### src/rtl/mips_pkg.sv
// Shared types and constants for the memory-port arbiter: FSM states,
// memory command payload and reset/zero values.
package mips_pkg;

    localparam int unsigned XLEN = 32;
    localparam int unsigned BE_W = 4;
    localparam int unsigned WD_W = 8;

    localparam logic [XLEN-1:0] ZERO_WORD = '0;
    localparam logic [BE_W-1:0] ZERO_BE   = '0;
    localparam logic [BE_W-1:0] FULL_BE   = '1;

    typedef enum logic [2:0] {
        IDLE   = 3'd0,
        BUSY_I = 3'd1,
        BUSY_D = 3'd2,
        RESP_I = 3'd3,
        RESP_D = 3'd4
    } arb_state_t;

    localparam arb_state_t RST_STATE = IDLE;

    typedef struct packed {
        logic            we;
        logic [BE_W-1:0] be;
        logic [XLEN-1:0] addr;
        logic [XLEN-1:0] wdata;
    } mem_cmd_t;

    localparam mem_cmd_t ZERO_CMD = '0;

    function automatic logic is_busy(input arb_state_t s);
        return (s == BUSY_I) || (s == BUSY_D);
    endfunction

endpackage

### src/rtl/mem_port_arbiter.sv
// Arbitrates a fetch port and a data port onto one single-port memory,
// with bounded data bursts, fetch abort and a BUSY watchdog.
module mem_port_arbiter
    import mips_pkg::*;
#(
    parameter int unsigned MAX_DATA_BURST = 4,
    parameter int unsigned TIMEOUT        = 255
) (
    input  logic            clk,
    input  logic            rst_n,

    input  logic            if_req,
    input  logic [XLEN-1:0] if_addr,
    input  logic            if_abort,
    output logic            if_ack,
    output logic [XLEN-1:0] if_rdata,
    output logic            if_stall,

    input  logic            d_req,
    input  logic            d_we,
    input  logic [BE_W-1:0] d_be,
    input  logic [XLEN-1:0] d_addr,
    input  logic [XLEN-1:0] d_wdata,
    output logic            d_ack,
    output logic [XLEN-1:0] d_rdata,
    output logic            d_stall,
    output logic            bus_err,

    output logic            mem_req,
    output logic            mem_we,
    output logic [BE_W-1:0] mem_be,
    output logic [XLEN-1:0] mem_addr,
    output logic [XLEN-1:0] mem_wdata,
    input  logic            mem_ack,
    input  logic [XLEN-1:0] mem_rdata
);

    localparam int unsigned    BURST_W   = $clog2(MAX_DATA_BURST + 1);
    localparam logic [BURST_W-1:0] BURST_MAX = BURST_W'(MAX_DATA_BURST);
    localparam logic [WD_W-1:0]    WD_LAST   = WD_W'(TIMEOUT - 1);

    arb_state_t         state_q;
    arb_state_t         state_d;
    logic [BURST_W-1:0] burst_q;
    logic [WD_W-1:0]    wd_q;
    logic               abort_q;
    mem_cmd_t           cmd_q;

    logic               grant_i;
    logic               grant_d;
    logic               wd_expired;
    logic               fetch_ok;
    logic               burst_full;
    logic               kill_fetch;
    logic [XLEN-1:0]    resp_data;

    assign fetch_ok   = if_req & ~if_abort;
    assign burst_full = (burst_q == BURST_MAX);
    assign kill_fetch = abort_q | ((state_q == BUSY_I) & if_abort);
    // Writes and watchdog expiries both return a zero word.
    assign resp_data  = (mem_ack && !cmd_q.we) ? mem_rdata : ZERO_WORD;

    // State register.
    always_ff @(posedge clk or negedge rst_n) begin
        if (!rst_n) begin
            state_q <= RST_STATE;
        end else begin
            state_q <= state_d;
        end
    end

    // Next-state and grant decode; arbitration only from IDLE.
    always_comb begin
        state_d    = state_q;
        grant_i    = 1'b0;
        grant_d    = 1'b0;
        wd_expired = 1'b0;
        case (state_q)
            IDLE: begin
                if (fetch_ok && (!d_req || burst_full)) begin
                    grant_i = 1'b1;
                    state_d = BUSY_I;
                end else if (d_req) begin
                    grant_d = 1'b1;
                    state_d = BUSY_D;
                end
            end
            BUSY_I: begin
                if (mem_ack) begin
                    state_d = RESP_I;
                end else if (wd_q == WD_LAST) begin
                    wd_expired = 1'b1;
                    state_d    = RESP_I;
                end
            end
            BUSY_D: begin
                if (mem_ack) begin
                    state_d = RESP_D;
                end else if (wd_q == WD_LAST) begin
                    wd_expired = 1'b1;
                    state_d    = RESP_D;
                end
            end
            RESP_I:  state_d = IDLE;
            RESP_D:  state_d = IDLE;
            default: state_d = IDLE;
        endcase
    end

    // Registered datapath: command latch, counters, responses.
    always_ff @(posedge clk or negedge rst_n) begin
        if (!rst_n) begin
            cmd_q    <= ZERO_CMD;
            burst_q  <= '0;
            wd_q     <= '0;
            abort_q  <= 1'b0;
            mem_req  <= 1'b0;
            if_ack   <= 1'b0;
            d_ack    <= 1'b0;
            bus_err  <= 1'b0;
            if_rdata <= ZERO_WORD;
            d_rdata  <= ZERO_WORD;
        end else begin
            if_ack  <= 1'b0;
            d_ack   <= 1'b0;
            bus_err <= wd_expired;
            mem_req <= is_busy(state_d);
            wd_q    <= (is_busy(state_q) && is_busy(state_d)) ? wd_q + 1'b1 : '0;

            if (grant_i) begin
                cmd_q   <= '{we: 1'b0, be: FULL_BE, addr: if_addr, wdata: ZERO_WORD};
                burst_q <= '0;
            end
            if (grant_d) begin
                cmd_q <= '{we: d_we, be: d_be, addr: d_addr, wdata: d_wdata};
                if (!if_req) begin
                    burst_q <= '0;
                end else if (!burst_full) begin
                    burst_q <= burst_q + 1'b1;
                end
            end

            // An aborted fetch still finishes on the bus but is not delivered.
            if (state_q == BUSY_I && state_d == RESP_I) begin
                cmd_q  <= ZERO_CMD;
                if_ack <= ~kill_fetch;
                if (!kill_fetch) begin
                    if_rdata <= resp_data;
                end
            end
            if (state_q == BUSY_D && state_d == RESP_D) begin
                cmd_q   <= ZERO_CMD;
                d_ack   <= 1'b1;
                d_rdata <= resp_data;
            end

            if (state_q == RESP_I) begin
                abort_q <= 1'b0;
            end else if (state_q == BUSY_I && if_abort) begin
                abort_q <= 1'b1;
            end
        end
    end

    assign mem_we    = cmd_q.we;
    assign mem_be    = cmd_q.be;
    assign mem_addr  = cmd_q.addr;
    assign mem_wdata = cmd_q.wdata;

    assign if_stall  = if_req & ~if_ack;
    assign d_stall   = d_req & ~d_ack;

endmodule

### config.mk
export PLATFORM = sky130hd
export DESIGN_NAME = mem_port_arbiter
export DESIGN_NICKNAME = d
export VERILOG_FILES = /design/src/rtl/mips_pkg.sv /design/src/rtl/mem_port_arbiter.sv
export SDC_FILE = /design/constraint.sdc
export NUM_CORES = 1
export LEC_CHECK = 0
export ABC_CLOCK_PERIOD_IN_PS = 1850
export CORE_UTILIZATION = 38
export DETAILED_ROUTE_END_ITERATION = 10
export HOLD_SLACK_MARGIN = 0.08
export PLACE_DENSITY = 0.76
export SLEW_MARGIN = 0
export SYNTH_ARGS = -nofsm -noshare
export SYNTH_HDL_FRONTEND = slang
export SYNTH_SLANG_ARGS = --single-unit
### constraint.sdc
create_clock -name clk -period 1.85 [get_ports clk]
set_input_delay 0.2775 -clock clk [delete_from_list [all_inputs] [get_ports clk]]
set_output_delay 0.2775 -clock clk [all_outputs]
set_load 0.01 [all_outputs]
==> impl_metrics.py <==
metrics = {
    "cts": {
        "clk_path_buf_depth": 2,
        "clkTransAtPathRegs_ps": 60,
        "cts-root-buf": "clkbuf_16",
        "numCtsBuffers": 17,
        "htree_levels": 4,
        "cts_sinks": 152,
        "clk_latency_ps": 420,
        "cts_tree": "done",
        "post_cts_buffers": 0,
    },
    "synth": {
        "synth_cells": 540,
        "ys_warn_count": 0,
        "synth_nets": 683,
        "netlist_top_cells_area": "dfrtp_1 (59%), a22o_1 (9.0%), mux2i_1 (5.2%)",
        "yosysUniqueCellTypes": 40,
        "yosysTopAreaCell": "dfrtp_1",
        "synthDominantCellAreaShare": 0.594,
        "ys_ff_latch": 152,
        "ys_seq_area_frac": 0.594,
        "avgSynthCellArea_um2": 11.9,
        "synth_area_um2": 6410,
    },
    "worst_setup_path": {
        "worstPathRequired_ps": 2150,
        "crit_arrival_ps": 2060,
        "end_kind": "flop",
        "cp_top_family": "compound AO/OA/AOI/OAI gates",
        "path_max_fanout": 34,
        "path_cells": "and4_1, a41o_4, nand3_1, buf_12, a22o_1",
        "crit_buf_inv": 1,
        "crit_path_max_incr_delay_ps": 410,
        "critical-path-slowest-cell": "dfrtp_1",
        "startpoint_type": "flop",
        "worstSetupPathType": "reg2reg",
    },
    "floorplanning": {
        "die_y_um": 132,
        "row_count": 47,
        "io_pins": 278,
        "die_w_um": 132,
        "start_util": 0.388,
        "dieArea_um2": 17400,
        "core_area_um2": 16500,
    },
    "global_route": {
        "grt_pass1_wl_um": 32300,
        "grt_pass1_vias": 6068,
        "track_usage": 0.238,
        "antenna_found_initial": 1,
        "grt-ovfl-total": 0,
        "grt_max_degree": 46,
    },
    "sta": {
        "grt_setup_unrepaired": "no",
        "setup_ws_ps": 93.6,
        "hold_violations": 0,
        "finClkSkew_ps": 16.7,
        "min_period_over_period": 0.949,
        "tightest_slew_ps": 469,
        "finalSetupViolCount": 0,
        "max_freq_mhz": 569,
        "timing.slew.headroom": 0.688,
        "period_minus_slack_ps": 1760,
        "slew_viol_final": 0,
    },
    "routing": {
        "wire_per_inst_um": 18.9,
        "firstDrtPassIters": 4,
        "routed_wl_um": 20000,
        "drt_iter0_drc": 204,
        "drt-vias-per-instance": 5.29,
        "vias": 5613,
        "drt.antenna.violating_nets": 0,
        "remaining_drc_errors": 0,
    },
    "status": {
        "status": "finished, final reports clean",
    },
    "final_layout": {
        "diodes": 0,
        "fin_util": 0.629,
        "drive_above_1_share": 0.106,
        "area_delta_synth_final_pct": 62.2,
        "nets": 971,
    },
    "power": {
        "leakage_nw": 4.91,
        "cellPowerDensity_nw_per_um2": 1580,
        "irDropWorstVdd_v": 0.000841,
    },
    "placed_design": {
        "gp_congestion": 0.874,
        "dpl.hpwl_um": 14200,
        "io_buffers": 277,
        "post-place-ws_ps": -256,
    },
    "job": {
        "cap_violations": 0,
    },
    "hold_path": {
        "min_path_type": "in2async",
    },
}
-- worst register-to-register path: stages, from the launching register on --
cell and delay [ps]:
dfrtp_1 410, and4_1 310, a41o_4 310, nand3_1 140, buf_12 200, a22o_1 270
-- cell usage in the layout, fill, tap and decap left out, drive strengths merged, types with 10 or more instances in the layout --
cell / count
o211a: 24
o22ai: 10
a21oi: 29
clkbuf: 17
buf: 36
nor2: 23
a22o: 66
dfrtp: 152
nand2: 42
inv: 46
clkdlybuf4s50: 274
o2bb2ai: 24
mux2i: 33
-- layer usage --
layer | global-route usage | up-vias | wire [um]
met5 | 0 | - | 12
li1 | - | 2534 | -
met1 | 0.278 | 2792 | 8070
met4 | 0.101 | 2 | 529
met2 | 0.393 | 253 | 9760
met3 | 0.0919 | 32 | 1660
-- metrics by stage --
step	hold WS, ps	cell area [um^2]	total power, mW	setup TNS (ps)	cells
global route	398	10400	17.3	0	1061
finish	385	10400	16.5	0	1061
global placement	249	9700	12.4	-1510	1028
CTS	367	10300	16.6	0	1061
floorplan	-18.1	6410	8.58	0	540
detailed placement	254	9700	12.7	-6540	1028
-- Yosys cell counts --
master / count
a22o_1: 66
xor2_1: 5
nand3_1: 5
or3_1: 1
buf_6: 2
o2bb2ai_1: 24
a21oi_4: 1
a21o_1: 1
buf_2: 18
nand2b_1: 2
nor2b_1: 3
buf_1: 1
a21oi_1: 27
o221a_2: 4
and4_1: 1
nor4_1: 1
o211a_1: 24
inv_1: 39
nand2_1: 42
dfrtp_1: 152
xnor2_1: 2
o22ai_1: 10
ha_1: 4
nand3_2: 1
nor2_2: 1
a211oi_1: 9
nand4_1: 2
buf_4: 2
a41o_1: 1
a221oi_1: 1
and2_1: 1
a21oi_2: 1
and3_1: 2
nor2_1: 22
nand3b_1: 1
nor3_1: 3
mux2_2: 1
clkbuf_1: 21
o21ai_0: 3
mux2i_1: 33
-- final cells by class --
class	count	area, um^2
fill	1265	6130
inverter	39	146
sequential	152	3800
tap	220	275
clock inverter	15	210
multi-input combinational	305	2310
timing repair buffer	313	3220
clock buffer	17	425
-- path summary, 6_finish.rpt --
path	slack (ps)	depth (start not counted)	to	from
min reg2reg	490	1	mem_addr[18]	mem_addr[18]
max in group asynchronous	900	3	bus_err	rst_n
min	390	2	d_rdata[26]	rst_n
max	90	5	d_rdata[27]	wd_q[2]
max reg2reg	90	5	d_rdata[27]	wd_q[2]
min in group clk	430	3	if_rdata[7]	mem_rdata[7]
-- kinds of logic (layout without fill, tap and decap cells) --
group / Yosys count / after routing / share of synthesized area
xor+xnor: 7 / 7 / 0.00957
flops: 152 / 152 / 0.594
fa+ha+maj: 4 / 4 / 0.00781
mux: 34 / 34 / 0.0533
compound gates: 172 / 172 / 0.219
simple gates: 88 / 88 / 0.0605
buf+inv: 83 / 384 / 0.0557
-- power breakdown --
part           internal [mW]  switching, mW
clock                   2.29           1.46
combinational           3.96           3.18
sequential              4.72          0.849
-- sequential cells by signal, summed over array words and instances, names as in the netlist --
| name | cells |
|---|---|
| d_rdata | 32 |
| d_ack | 1 |
| mem_wdata | 32 |
| state_q | 3 |
| mem_addr | 32 |
| if_ack | 1 |
| wd_q | 8 |
| mem_we | 1 |
| bus_err | 1 |
| burst_q | 3 |
| abort_q | 1 |
| if_rdata | 32 |
| mem_be | 4 |
| mem_req | 1 |
-- timing repair --
item,in CTS,in global routing
setup endpoints to repair,34,100
hold buffers,1,0
resized for setup,6,10
endpoints found under the hold margin,41,0
pin swaps,0,0
(Power assumes the default switching activity.)
